$ cat src/rtl/lc4_divider_seq_pkg.sv
// Shared constants for the LC4 sequential divider: FSM encoding and iteration count.
package lc4_divider_seq_pkg;

    typedef enum logic [1:0] {
        DIV_IDLE = 2'd0,
        DIV_BUSY = 2'd1,
        DIV_DONE = 2'd2
    } div_state_t;

    localparam int          DIV_ITERS    = 16;
    localparam logic [3:0]  DIV_LAST_CNT = 4'(DIV_ITERS - 1);

endpackage

$ cat src/rtl/lc4_divider_one_iter.sv
// One restoring-division step: shift in the dividend MSB, subtract the divisor when it fits.
module lc4_divider_one_iter #(
    parameter int WIDTH = 16
) (
    input  logic [WIDTH-1:0] i_dividend,
    input  logic [WIDTH-1:0] i_divisor,
    input  logic [WIDTH-1:0] i_remainder,
    input  logic [WIDTH-1:0] i_quotient,
    output logic [WIDTH-1:0] o_dividend,
    output logic [WIDTH-1:0] o_remainder,
    output logic [WIDTH-1:0] o_quotient
);

    logic [WIDTH:0] w_rem_sh;
    logic [WIDTH:0] w_diff;
    logic           w_fits;

    // The extra top bit keeps the shifted-out remainder bit in the compare.
    assign w_rem_sh = {i_remainder, i_dividend[WIDTH-1]};
    assign w_diff   = w_rem_sh - {1'b0, i_divisor};
    assign w_fits   = (w_rem_sh >= {1'b0, i_divisor});

    assign o_dividend  = {i_dividend[WIDTH-2:0], 1'b0};
    assign o_remainder = w_fits ? w_diff[WIDTH-1:0] : w_rem_sh[WIDTH-1:0];
    assign o_quotient  = {i_quotient[WIDTH-2:0], w_fits};

endmodule

$ cat src/rtl/lc4_divider_seq.sv
// Sequential LC4 divider: valid/ready accept, 16 restoring iterations, result held until ack.
module lc4_divider_seq
    import lc4_divider_seq_pkg::*;
#(
    parameter int WIDTH = 16
) (
    input  logic             clk,
    input  logic             rst,
    input  logic             i_valid,
    input  logic [WIDTH-1:0] i_dividend,
    input  logic [WIDTH-1:0] i_divisor,
    output logic             o_ready,
    output logic             o_valid,
    output logic [WIDTH-1:0] o_quotient,
    output logic [WIDTH-1:0] o_remainder,
    input  logic             i_ack
);

    div_state_t       r_state, w_state_nxt;
    logic [WIDTH-1:0] r_div, r_divisor, r_rem, r_quot;
    logic [WIDTH-1:0] r_q_out, r_r_out;
    logic [3:0]       r_count;
    logic             r_zero;

    logic [WIDTH-1:0] w_div_nxt, w_rem_nxt, w_quot_nxt;
    logic             w_last;

    lc4_divider_one_iter #(.WIDTH(WIDTH)) u_iter (
        .i_dividend  (r_div),
        .i_divisor   (r_divisor),
        .i_remainder (r_rem),
        .i_quotient  (r_quot),
        .o_dividend  (w_div_nxt),
        .o_remainder (w_rem_nxt),
        .o_quotient  (w_quot_nxt)
    );

    assign w_last = (r_count == DIV_LAST_CNT);

    always_ff @(posedge clk) begin
        if (rst) r_state <= DIV_IDLE;
        else     r_state <= w_state_nxt;
    end

    always_comb begin
        w_state_nxt = r_state;
        case (r_state)
            DIV_IDLE: if (i_valid) w_state_nxt = DIV_BUSY;
            DIV_BUSY: if (w_last)  w_state_nxt = DIV_DONE;
            DIV_DONE: if (i_ack)   w_state_nxt = DIV_IDLE;
            default:               w_state_nxt = DIV_IDLE;
        endcase
    end

    always_ff @(posedge clk) begin
        if (rst) begin
            r_div     <= '0;
            r_divisor <= '0;
            r_rem     <= '0;
            r_quot    <= '0;
            r_count   <= '0;
            r_zero    <= 1'b0;
            r_q_out   <= '0;
            r_r_out   <= '0;
        end else begin
            case (r_state)
                DIV_IDLE: begin
                    if (i_valid) begin
                        r_div     <= i_dividend;
                        r_divisor <= i_divisor;
                        r_rem     <= '0;
                        r_quot    <= '0;
                        r_count   <= '0;
                        r_zero    <= (i_divisor == '0);
                    end
                end
                DIV_BUSY: begin
                    r_div   <= w_div_nxt;
                    r_rem   <= w_rem_nxt;
                    r_quot  <= w_quot_nxt;
                    r_count <= r_count + 4'd1;
                    // Result registers only move on the final step, so they hold through DONE and IDLE.
                    if (w_last) begin
                        r_q_out <= r_zero ? '0 : w_quot_nxt;
                        r_r_out <= r_zero ? '0 : w_rem_nxt;
                    end
                end
                default: ;
            endcase
        end
    end

    assign o_ready     = (r_state == DIV_IDLE);
    assign o_valid     = (r_state == DIV_DONE);
    assign o_quotient  = r_q_out;
    assign o_remainder = r_r_out;

endmodule

$ cat config.mk
export PLATFORM = sky130hd
export DESIGN_NAME = lc4_divider_seq
export DESIGN_NICKNAME = d
export VERILOG_FILES = /design/src/rtl/lc4_divider_seq_pkg.sv /design/src/rtl/lc4_divider_one_iter.sv /design/src/rtl/lc4_divider_seq.sv
export SDC_FILE = /design/constraint.sdc
export NUM_CORES = 1
export LEC_CHECK = 0
export ABC_AREA = 1
export CORE_AREA = 2 2 113 115
export DETAILED_ROUTE_END_ITERATION = 7
export DIE_AREA = 0 0 115 117
export PLACE_DENSITY = 0.76
export SYNTH_ARGS = -nofsm -noshare
export SYNTH_HDL_FRONTEND = slang
export SYNTH_SLANG_ARGS = --single-unit
$ cat constraint.sdc
create_clock -name clk -period 4.95 [get_ports clk]
set_input_delay 0.495 -clock clk [delete_from_list [all_inputs] [get_ports clk]]
set_output_delay 0.495 -clock clk [all_outputs]
set_load 0.01 [all_outputs]
==> impl_metrics.csv, run 1 <==
group,metric,value,unit
status,status,"completed",
global_routing,grt_pass1_wl,20.3,mm
power_and_ir_drop,seq_power_share,28.4,%
setup_path,critPathCaptureType,"register",
sta,rsz0062_at_grt,"no",
setup_path,cp_top_family,"simple AND/OR/NAND/NOR gates",
detailed_routing,m1WireLength,5.58,mm
sta,slew_viol_final,0,
global_routing,antenna_found_initial,0,
clock_network,cts_setup_buffers,0,
synthesis,yosys_warnings,0,
sta,final-setup-viol-count,0,
sta,finClkSkew,0.00664,ns
synthesis,netlist_top_cells_count,"nand2_1, dfxtp_1, inv_1",
clock_network,clkTransAtPathRegs,0.07,ns
clock_network,h-tree-depth,3,
sta,fin_setup_tns,0,ns
setup_path,crit_chain,"clkdlybuf4s50_1 > nand2_1 > inv_2 > nor2_4 > buf_4 > nand2_1 > a21oi_2",
placement,port_buffers,69,
die,fp.dieW,115,um
placement,dp_hpwl,8.44,mm
die,die_area,13500,um^2
flow_run,max-cap-violations,0,
clock_network,cts-root-buf,"clkbuf_16",
clock_network,cts_tree,"done",
synthesis,synth.most_common_cell,"nand2_1",
detailed_routing,avgRoutedWirePerCell,13.0,um
layout,fin_util,52.0,%
layout,final_cells,932,
layout,fill_cells,1195,
setup_path,critPathLaunchType,"input port",
detailed_routing,viasPerCell,5.03,
synthesis,synth_area,5410,um^2
sta,slew_headroom,23.6,%
detailed_routing,detail_route.iter0.violations,355,
clock_network,cts.sinks,102,
placement,gp_congestion,0.947,
clock_network,cts.path.max_buffers,2,
synthesis,synth-seq-cells,102,
layout,drive_gt1_share,11.9,%
power_and_ir_drop,pwr-share-clk,22.7,%
clock_network,numCtsBuffers,9,
layout,syn2layout_area_growth,18.4,%
synthesis,yosys.area.top_type,"dfxtp_1",
power_and_ir_drop,pwr-share-comb,48.9,%
setup_path,critPathRequiredTime,5.21,ns
power_and_ir_drop,p_leak,2.53,nW
detailed_routing,routed.top_layer,"met4",
detailed_routing,wirelength,12.2,mm
synthesis,ys.flop_type,"dfxtp_1",
global_routing,track_usage,18.8,%
power_and_ir_drop,power_switching,1.48,mW
layout,fin_nets,831,
die,die_h,117,um
clock_network,hold_buffers,0,
global_routing,grt_overflow,0,
setup_path,path_class,"in2reg",
synthesis,syn_avg_cell_area,7.39,um^2
die,num_rows,41,
synthesis,yosysTopAreaCellShare,37.8,%
setup_path,worst-path-max-fanout,38,
power_and_ir_drop,swShare,44.4,%
global_routing,grt_pass1_vias,4283,
sta,fmax,0.357,GHz
setup_path,critPathMaxStageDelay,0.76,ns
clock_network,clkLatencyLatePin,0.34,ns
synthesis,synth_edf_count,0,
hold_path,worstHoldPathType,"reg2reg",
detailed_routing,route.detailed.drc,0,
detailed_routing,route.met2.wl,5.92,mm
synthesis,synth_cell_types,40,
power_and_ir_drop,power_density,523,nW/um^2
global_routing,grt_max_degree,103,
setup_path,cp.buffers_inverters,3,
clock_network,post_cts_resized,0,
die,initial_utilization,43.9,%
placement,dpl.cell_count,916,
detailed_routing,wl_met3,426,um
synthesis,async_flop_share,0,%
sta,hold_viol,0,
synthesis,yosys-top-cells-area,"dfxtp_1, nand2_1, a211oi_1, a21oi_1, inv_1",
setup_path,cp_slowest_cell,"nand2_1",
die,io_pins,70,
power_and_ir_drop,p_int,1.86,mW
sta,period_needed,2.80,ns
sta,worstMarginPinSlew,1.15,ns
synthesis,synthesis.nets,785,
synthesis,seq_area_frac_synth,37.8,%
layout,diodes,0,
detailed_routing,dr.pass1.iters,5,
die,core_area,12300,um^2
setup_path,crit_path_frequent_cell,"nand2_1",
setup_path,crit_arrival,3.06,ns
detailed_routing,dr_total_vias,4684,
detailed_routing,ant_nets,0,
synthesis,synthCells,731,
power_and_ir_drop,vdd_ir_drop_max,0.241,mV
sta,post-route-period-util,56.6,%
-- cell families (layout without fill, tap and decap cells) --
| family | Yosys count | in the layout | synth area share [%] |
|---|---|---|---|
| buf+inv | 132 | 183 | 11.0 |
| xor+xnor | 7 | 7 | 1.13 |
| simple gates | 341 | 341 | 30.2 |
| compound gates | 131 | 131 | 15.6 |
| flops | 102 | 102 | 37.8 |
| fa+ha+maj | 18 | 18 | 4.31 |
-- worst reg2reg max path: stages (launching register included) --
cell and delay (ns):
dfxtp_1 0.39, nor2_1 0.10, nand2_1 0.77, inv_2 0.14, nor2_4 0.66, buf_4 0.36
nand2_1 0.10, a21oi_2 0.15
-- power by group through the flow --
stage,logic (mW),clock network (mW),registers [mW]
finish,1.64,0.760,0.949
global route,1.84,0.805,0.954
CTS,1.64,0.781,0.948
detailed placement,1.63,0,0.966
global placement,1.60,0,0.967
floorplan,1.40,0,0.942
-- layer usage --
layer	track usage (%)	vias up
met5	0	-
met4	5.46	0
met3	3.35	15
met2	32.7	81
met1	24.0	2114
li1	-	2474
-- worst paths after layout --
kind	startpoint	end	slack [ns]	cells after the start
worst min register to register	o_quotient[7]	o_quotient[7]	0.46	2
worst max register to register	r_state[1]	r_rem[12]	2.20	7
worst min-delay path	o_quotient[7]	o_quotient[7]	0.46	2
worst max-delay path	i_valid	r_rem[12]	2.15	7
-- sequential cells by signal, indices dropped and copies added, names as in the netlist --
register	flops
r_rem	16
r_quot	15
r_divisor	16
r_count	4
r_state	2
r_zero	1
o_quotient	16
o_remainder	16
r_div	16
-- through the flow --
| stage | hold slack (ns) | worst slack (ns) | power [mW] | cell area [um^2] |
|---|---|---|---|---|
| after CTS | 0.465 | 2.20 | 3.37 | 6400 |
| after global placement | 0.450 | 1.90 | 2.57 | 6080 |
| after global routing | 0.481 | 1.96 | 3.60 | 6400 |
| after detailed placement | 0.454 | 1.85 | 2.60 | 6080 |
| final | 0.464 | 2.15 | 3.35 | 6400 |
| after floorplan | 0.439 | 3.14 | 2.34 | 5410 |
-- cell type report --
type	instances	area, um^2	share of cell area, %
multi-input combinational	497	2780	43.4
sequential	102	2040	31.9
timing repair buffer	72	711	11.1
inverter	95	362	5.65
clock buffer	10	229	3.58
tap	150	188	2.93
clock inverter	6	92.6	1.45
-- placed cells by master (no fill, tap or decap), types with 3 or more instances in the layout --
master	synthesis	layout
buf_4	4	4
xnor2_1	5	5
nand3b_1	3	3
a21oi_1	64	64
nand2_1	191	191
nor2_2	4	3
nor4_1	3	3
nor2_1	49	48
nand3_1	41	41
a21oi_2	17	17
nand2_2	6	6
ha_1	17	17
a211oi_1	45	45
clkbuf_16	0	9
nor2_4	2	4
inv_2	11	11
dfxtp_1	102	102
nand3_2	18	18
nand2_4	10	10
clkdlybuf4s50_1	0	68
nand4_1	6	6
inv_1	82	82
No activity file was read; power rests on OpenSTA's default activity.
==> run 2: changes to the inputs <==
==> constraint.sdc (replaced) <==
create_clock -name clk -period 2.64 [get_ports clk]
set_input_delay 0.264 -clock clk [delete_from_list [all_inputs] [get_ports clk]]
set_output_delay 0.264 -clock clk [all_outputs]
set_load 0.01 [all_outputs]
==> impl_metrics.csv, run 2 (synthesized netlist as in run 1, its figures left out) <==
group,metric,value,unit
status,status,"completed",
setup_path,crit_path_frequent_cell,"nand2_1",
setup_path,startpoint,"r_rem[10]",
power_and_ir_drop,swShare,45.4,%
sta,rsz0062_at_grt,"no",
power_and_ir_drop,p_leak,2.57,nW
clock_network,clkTransAtPathRegs,0.08,ns
power_and_ir_drop,vdd_ir_drop_max,0.714,mV
sta,setup_slack,0.374,ns
hold_path,worstHoldStart,"rst",
layout,mostFrequentLayoutCells,"nand2_1, dfxtp_1, inv_1, clkdlybuf4s50_1, a21oi_1",
detailed_routing,viasPerCell,5.04,
clock_network,cts_setup_buffers,0,
sta,post-route-period-util,85.8,%
placement,dp_slack,0.433,ns
power_and_ir_drop,pwr-share-clk,22.7,%
die,die_h,117,um
setup_path,path_class,"reg2reg",
clock_network,clkLatencyLatePin,0.36,ns
clock_network,cts.path.max_buffers,2,
sta,slew_headroom,61.5,%
power_and_ir_drop,power_switching,2.85,mW
global_routing,grt_overflow,0,
layout,fill_cells,1189,
layout,final_common_cell,"nand2_1",
setup_path,crit_chain,"ha_1 > nand2_1 > inv_2 > nand2_1 > a21oi_1 > nor2_4 > nand2_4 > nand2_1 > nand3_1 > a21oi_1",
clock_network,cts-root-buf,"clkbuf_16",
layout,drive_gt1_share,12.6,%
flow_run,max-cap-violations,0,
power_and_ir_drop,p_int,3.43,mW
placement,dp_hpwl,8.85,mm
die,initial_utilization,43.9,%
global_routing,track_usage,19.1,%
power_and_ir_drop,seq_power_share,28.4,%
placement,port_buffers,69,
die,die_area,13500,um^2
setup_path,cp_slowest_cell,"dfxtp_1",
die,num_rows,41,
global_routing,antenna_found_initial,0,
setup_path,r2r_start,"r_rem[10]",
global_routing,grt_pass1_wl,20.6,mm
sta,fin_setup_tns,0,ns
detailed_routing,dr.pass1.iters,4,
sta,fmax,0.441,GHz
die,core_area,12300,um^2
clock_network,h-tree-depth,3,
clock_network,cts.sinks,102,
layout,syn2layout_area_growth,19.4,%
layout,diodes,0,
power_and_ir_drop,power_density,973,nW/um^2
setup_path,critPathMaxStageDelay,0.41,ns
detailed_routing,route.detailed.drc,0,
setup_path,critPathLaunchType,"register",
clock_network,post_cts_resized,0,
hold_path,worstHoldPathType,"in2reg",
detailed_routing,detail_route.iter0.violations,293,
setup_path,critPathCaptureType,"register",
power_and_ir_drop,pwr-share-comb,49.0,%
setup_path,cp_top_family,"simple AND/OR/NAND/NOR gates",
clock_network,hold_buffers,0,
sta,slew_viol_final,0,
global_routing,grt_pass1_vias,4427,
setup_path,critPathRequiredTime,2.92,ns
setup_path,worst-path-max-fanout,18,
die,fp.dieW,115,um
placement,gp_congestion,0.937,
setup_path,cp.buffers_inverters,1,
sta,finClkSkew,0.00857,ns
clock_network,numCtsBuffers,9,
sta,final-setup-viol-count,0,
detailed_routing,ant_nets,0,
sta,holdWs,0.407,ns
detailed_routing,wirelength,12.4,mm
sta,period_needed,2.27,ns
sta,hold_viol,0,
die,io_pins,70,
sta,worstMarginPinSlew,0.578,ns
global_routing,grt_max_degree,58,
detailed_routing,avgRoutedWirePerCell,13.2,um
clock_network,cts_tree,"done",
layout,fin_nets,836,
setup_path,crit_arrival,2.55,ns
detailed_routing,dr_total_vias,4721,
[run 2: changes by cell type in the layout (fill, tap and decap cells not counted), sizes merged]
cell,change
bufinv,-1
clkinvlp,-2
clkbuf,-1
buf,+5
clkinv,+3
inv,+1
[run 2: final timing paths]
path	endpoint	slack (ns)	depth (start not counted)
hold reg to reg	r_quot[14]	0.46	2
hold / removal	r_rem[12]	0.41	2
setup reg to reg	o_remainder[2]	0.37	10
setup / recovery	o_remainder[2]	0.37	10
[run 2: metrics by stage]
step                std cells  total power [mW]  util (%)  area (um^2)
CTS                       937              6.30      52.4         6460
finish                    937              6.28      52.4         6460
global placement          921              4.82      49.8         6130
floorplan                 731              4.40         -         5410
global route              937              6.75      52.4         6460
detailed placement        921              4.86      49.8         6130
[run 2: area by class of cell]
| cell class | instances | area (um^2) | area share (%) |
|---|---|---|---|
| flip-flops and latches | 102 | 2040 | 31.6 |
| clock inverters | 7 | 100 | 1.55 |
| multi-input cells | 497 | 2780 | 43.0 |
| repair buffers | 77 | 761 | 11.8 |
| clock buffers | 9 | 225 | 3.49 |
| well taps | 150 | 188 | 2.91 |
| inverters | 95 | 362 | 5.60 |
[run 2: worst reg2reg max path, stage by stage (launching register included)]
cell,delay (ns)
dfxtp_1,0.41
ha_1,0.33
nand2_1,0.13
inv_2,0.04
nand2_1,0.08
a21oi_1,0.10
nor2_4,0.37
nand2_4,0.31
nand2_1,0.16
nand3_1,0.12
a21oi_1,0.16
[run 2: metal layers]
| metal | share of wire, % | wire (um) | vias to the layer above | GRT usage [%] |
|---|---|---|---|---|
| li1 | - | - | 2474 | - |
| met1 | 45 | 5570 | 2152 | 23.2 |
| met2 | 49 | 6130 | 75 | 33.7 |
| met3 | 3.5 | 430 | 20 | 3.45 |
| met4 | 2.1 | 256 | 0 | 7.15 |
| met5 | 0 | 0 | - | 0 |
[run 2: power groups by stage]
stage	sequential [mW]	combinational [mW]	clock, mW
2_1_floorplan	1.77	2.63	0
3_3_place_gp	1.81	3.00	0
3_5_place_dp	1.81	3.05	0
4_1_cts	1.78	3.07	1.45
5_1_grt	1.80	3.44	1.51
6_report	1.78	3.07	1.42
==> run 3: changes to the inputs <==
--- a/config.mk
+++ b/config.mk
@@ -6,10 +6,11 @@
 export NUM_CORES = 1
 export LEC_CHECK = 0
 export ABC_AREA = 1
-export CORE_AREA = 2 2 113 115
+export CORE_AREA = 2 2 114 116
 export DETAILED_ROUTE_END_ITERATION = 7
-export DIE_AREA = 0 0 115 117
-export PLACE_DENSITY = 0.76
+export DIE_AREA = 0 0 116 118
+export PLACE_DENSITY_LB_ADDON = 0.08
 export SYNTH_ARGS = -nofsm -noshare
 export SYNTH_HDL_FRONTEND = slang
+export SYNTH_HIERARCHICAL = 1
 export SYNTH_SLANG_ARGS = --single-unit
==> impl_metrics.csv, run 3 <==
group,metric,value,unit
global_routing,grt_overflow,0,
clock_network,cts.sinks,102,
placement,dpl.cell_count,1003,
clock_network,clkLatencyLatePin,0.36,ns
placement,gp_congestion,0.877,
clock_network,hold_buffers,0,
setup_path,crit_arrival,2.58,ns
sta,post-route-period-util,87.0,%
setup_path,r2r_start,"r_rem[10]",
flow_run,max-cap-violations,0,
layout,drive_gt1_share,6.49,%
sta,rsz0062_at_grt,"no",
sta,period_needed,2.30,ns
die,num_rows,41,
die,io_pins,70,
setup_path,startpoint,"r_rem[10]",
sta,fin_setup_tns,0,ns
global_routing,grt_pass1_wl,22.5,mm
sta,final-setup-viol-count,0,
setup_path,critPathCaptureType,"register",
sta,worstMarginPinSlew,0.879,ns
hold_path,worstHoldStart,"o_remainder[6]",
power_and_ir_drop,vdd_ir_drop_max,0.444,mV
die,core_area,12400,um^2
setup_path,path_class,"reg2reg",
layout,final_common_cell,"nand2_1",
power_and_ir_drop,power_density,674,nW/um^2
layout,layout.area.seq,2040,um^2
placement,dp_hpwl,9.81,mm
clock_network,clkTransAtPathRegs,0.07,ns
detailed_routing,viasPerCell,4.83,
setup_path,timing.rr.end,"o_remainder[7]",
synthesis,synth_area,5500,um^2
clock_network,h-tree-depth,3,
layout,multi_input_area,2710,um^2
sta,finClkSkew,0.0130,ns
die,die_h,118,um
synthesis,synthesis.nets,880,
clock_network,cts.path.max_buffers,2,
layout,diodes,0,
synthesis,yosys_warnings,6,
layout,fin_nets,896,
hold_path,worstHoldPathType,"reg2reg",
detailed_routing,wirelength,13.6,mm
layout,fill_cells,1309,
detailed_routing,ant_nets,0,
setup_path,worst-path-max-fanout,17,
detailed_routing,dr.pass1.iters,5,
setup_path,critPathLaunchType,"register",
global_routing,track_usage,20.5,%
die,die_area,13700,um^2
synthesis,syn_avg_cell_area,6.66,um^2
layout,final_cells,1019,
clock_network,cts_tree,"done",
global_routing,antenna_found_initial,0,
power_and_ir_drop,p_leak,2.65,nW
die,fp.dieW,116,um
global_routing,grt_pass1_vias,4637,
placement,port_buffers,69,
clock_network,cts-root-buf,"clkbuf_16",
setup_path,crit_end,"o_remainder[7]",
setup_path,regToRegSetupSlack,0.34,ns
layout,syn2layout_area_growth,14.0,%
die,initial_utilization,44.3,%
sta,hold_viol,0,
synthesis,synthCells,826,
sta,holdWs,0.465,ns
detailed_routing,dr_total_vias,4920,
layout,fin_util,50.6,%
sta,slew_headroom,41.3,%
setup_path,ff2ff_path_depth,12,
status,status,"completed",
layout,mostFrequentLayoutCells,"nand2_1, dfxtp_1, nor2_1, a21oi_1, clkdlybuf4s50_1",
power_and_ir_drop,power,4.23,mW
setup_path,critPathRequiredTime,2.92,ns
sta,slew_viol_final,0,
detailed_routing,route.detailed.drc,0,
detailed_routing,avgRoutedWirePerCell,13.3,um
clock_network,numCtsBuffers,9,
global_routing,grt_max_degree,68,
sta,fmax,0.435,GHz
detailed_routing,detail_route.iter0.violations,266,
run 3: cell count changes in the layout (fill, tap and decap cells not counted), moves of 8 or more:
cell,change
nand3_1,+8
inv_1,-19
a21oi_1,+13
a21oi_2,-17
nand3_2,-13
nand2_4,-10
a211oi_1,-45
nor2_1,+46
nand2_2,+8
o21ai_0,+34
nand2_1,+73
run 3: layout make-up:
type | count | area share, %
multi-input cells | 584 | 43.2
flip-flops and latches | 102 | 32.5
repair buffers | 76 | 12.0
inverters | 69 | 4.21
clock buffers | 9 | 3.59
well taps | 172 | 3.43
clock inverters | 7 | 1.08
run 3: worst min path at each step:
stage                endpoint  depth (start not counted)
2_1_floorplan    r_divisor[0]                          2
3_3_place_gp       r_quot[14]                          2
3_5_place_dp       r_quot[14]                          2
4_1_cts            r_quot[14]                          2
5_1_grt        o_remainder[6]                          2
6_report       o_remainder[6]                          2
run 3: per-stage QoR:
step	worst slack, ns	area, um^2
after floorplan	0.789	5500
after global placement	0.322	5980
after detailed placement	0.308	5980
after CTS	0.282	6270
after global routing	0.0570	6280
final	0.342	6280
run 3: power breakdown:
part	leakage, nW	switching (mW)	internal, mW
clock network	0.145	0.650	0.663
logic	1.67	0.826	0.418
registers	0.830	0.0571	1.62
run 3: per-layer routing:
layer / routed length [um] / part of all wire, % / GRT usage [%]
met1: 6180 / 46 / 26.1
met2: 6750 / 50 / 35.1
met3: 428 / 3.2 / 4.07
met4: 204 / 1.5 / 5.73
met5: 0 / 0 / 0
run 3: timing repair:
| item | CTS | global route |
|---|---|---|
| gates resized for setup | 0 | 1 |
| buffers inserted | 0 | 0 |
| setup endpoints to repair | 0 | 3 |
run 3: worst max-delay path: stages, from the launching register on:
cell and delay [ns]:
dfxtp_1 0.35, ha_1 0.38, nand2_1 0.09, inv_1 0.08
nand2_1 0.09, nor3_1 0.23, nand2_2 0.08, nand2_2 0.32
buf_4 0.21, nand2_2 0.05, nand2_1 0.11, nand3_1 0.09
a21oi_1 0.12
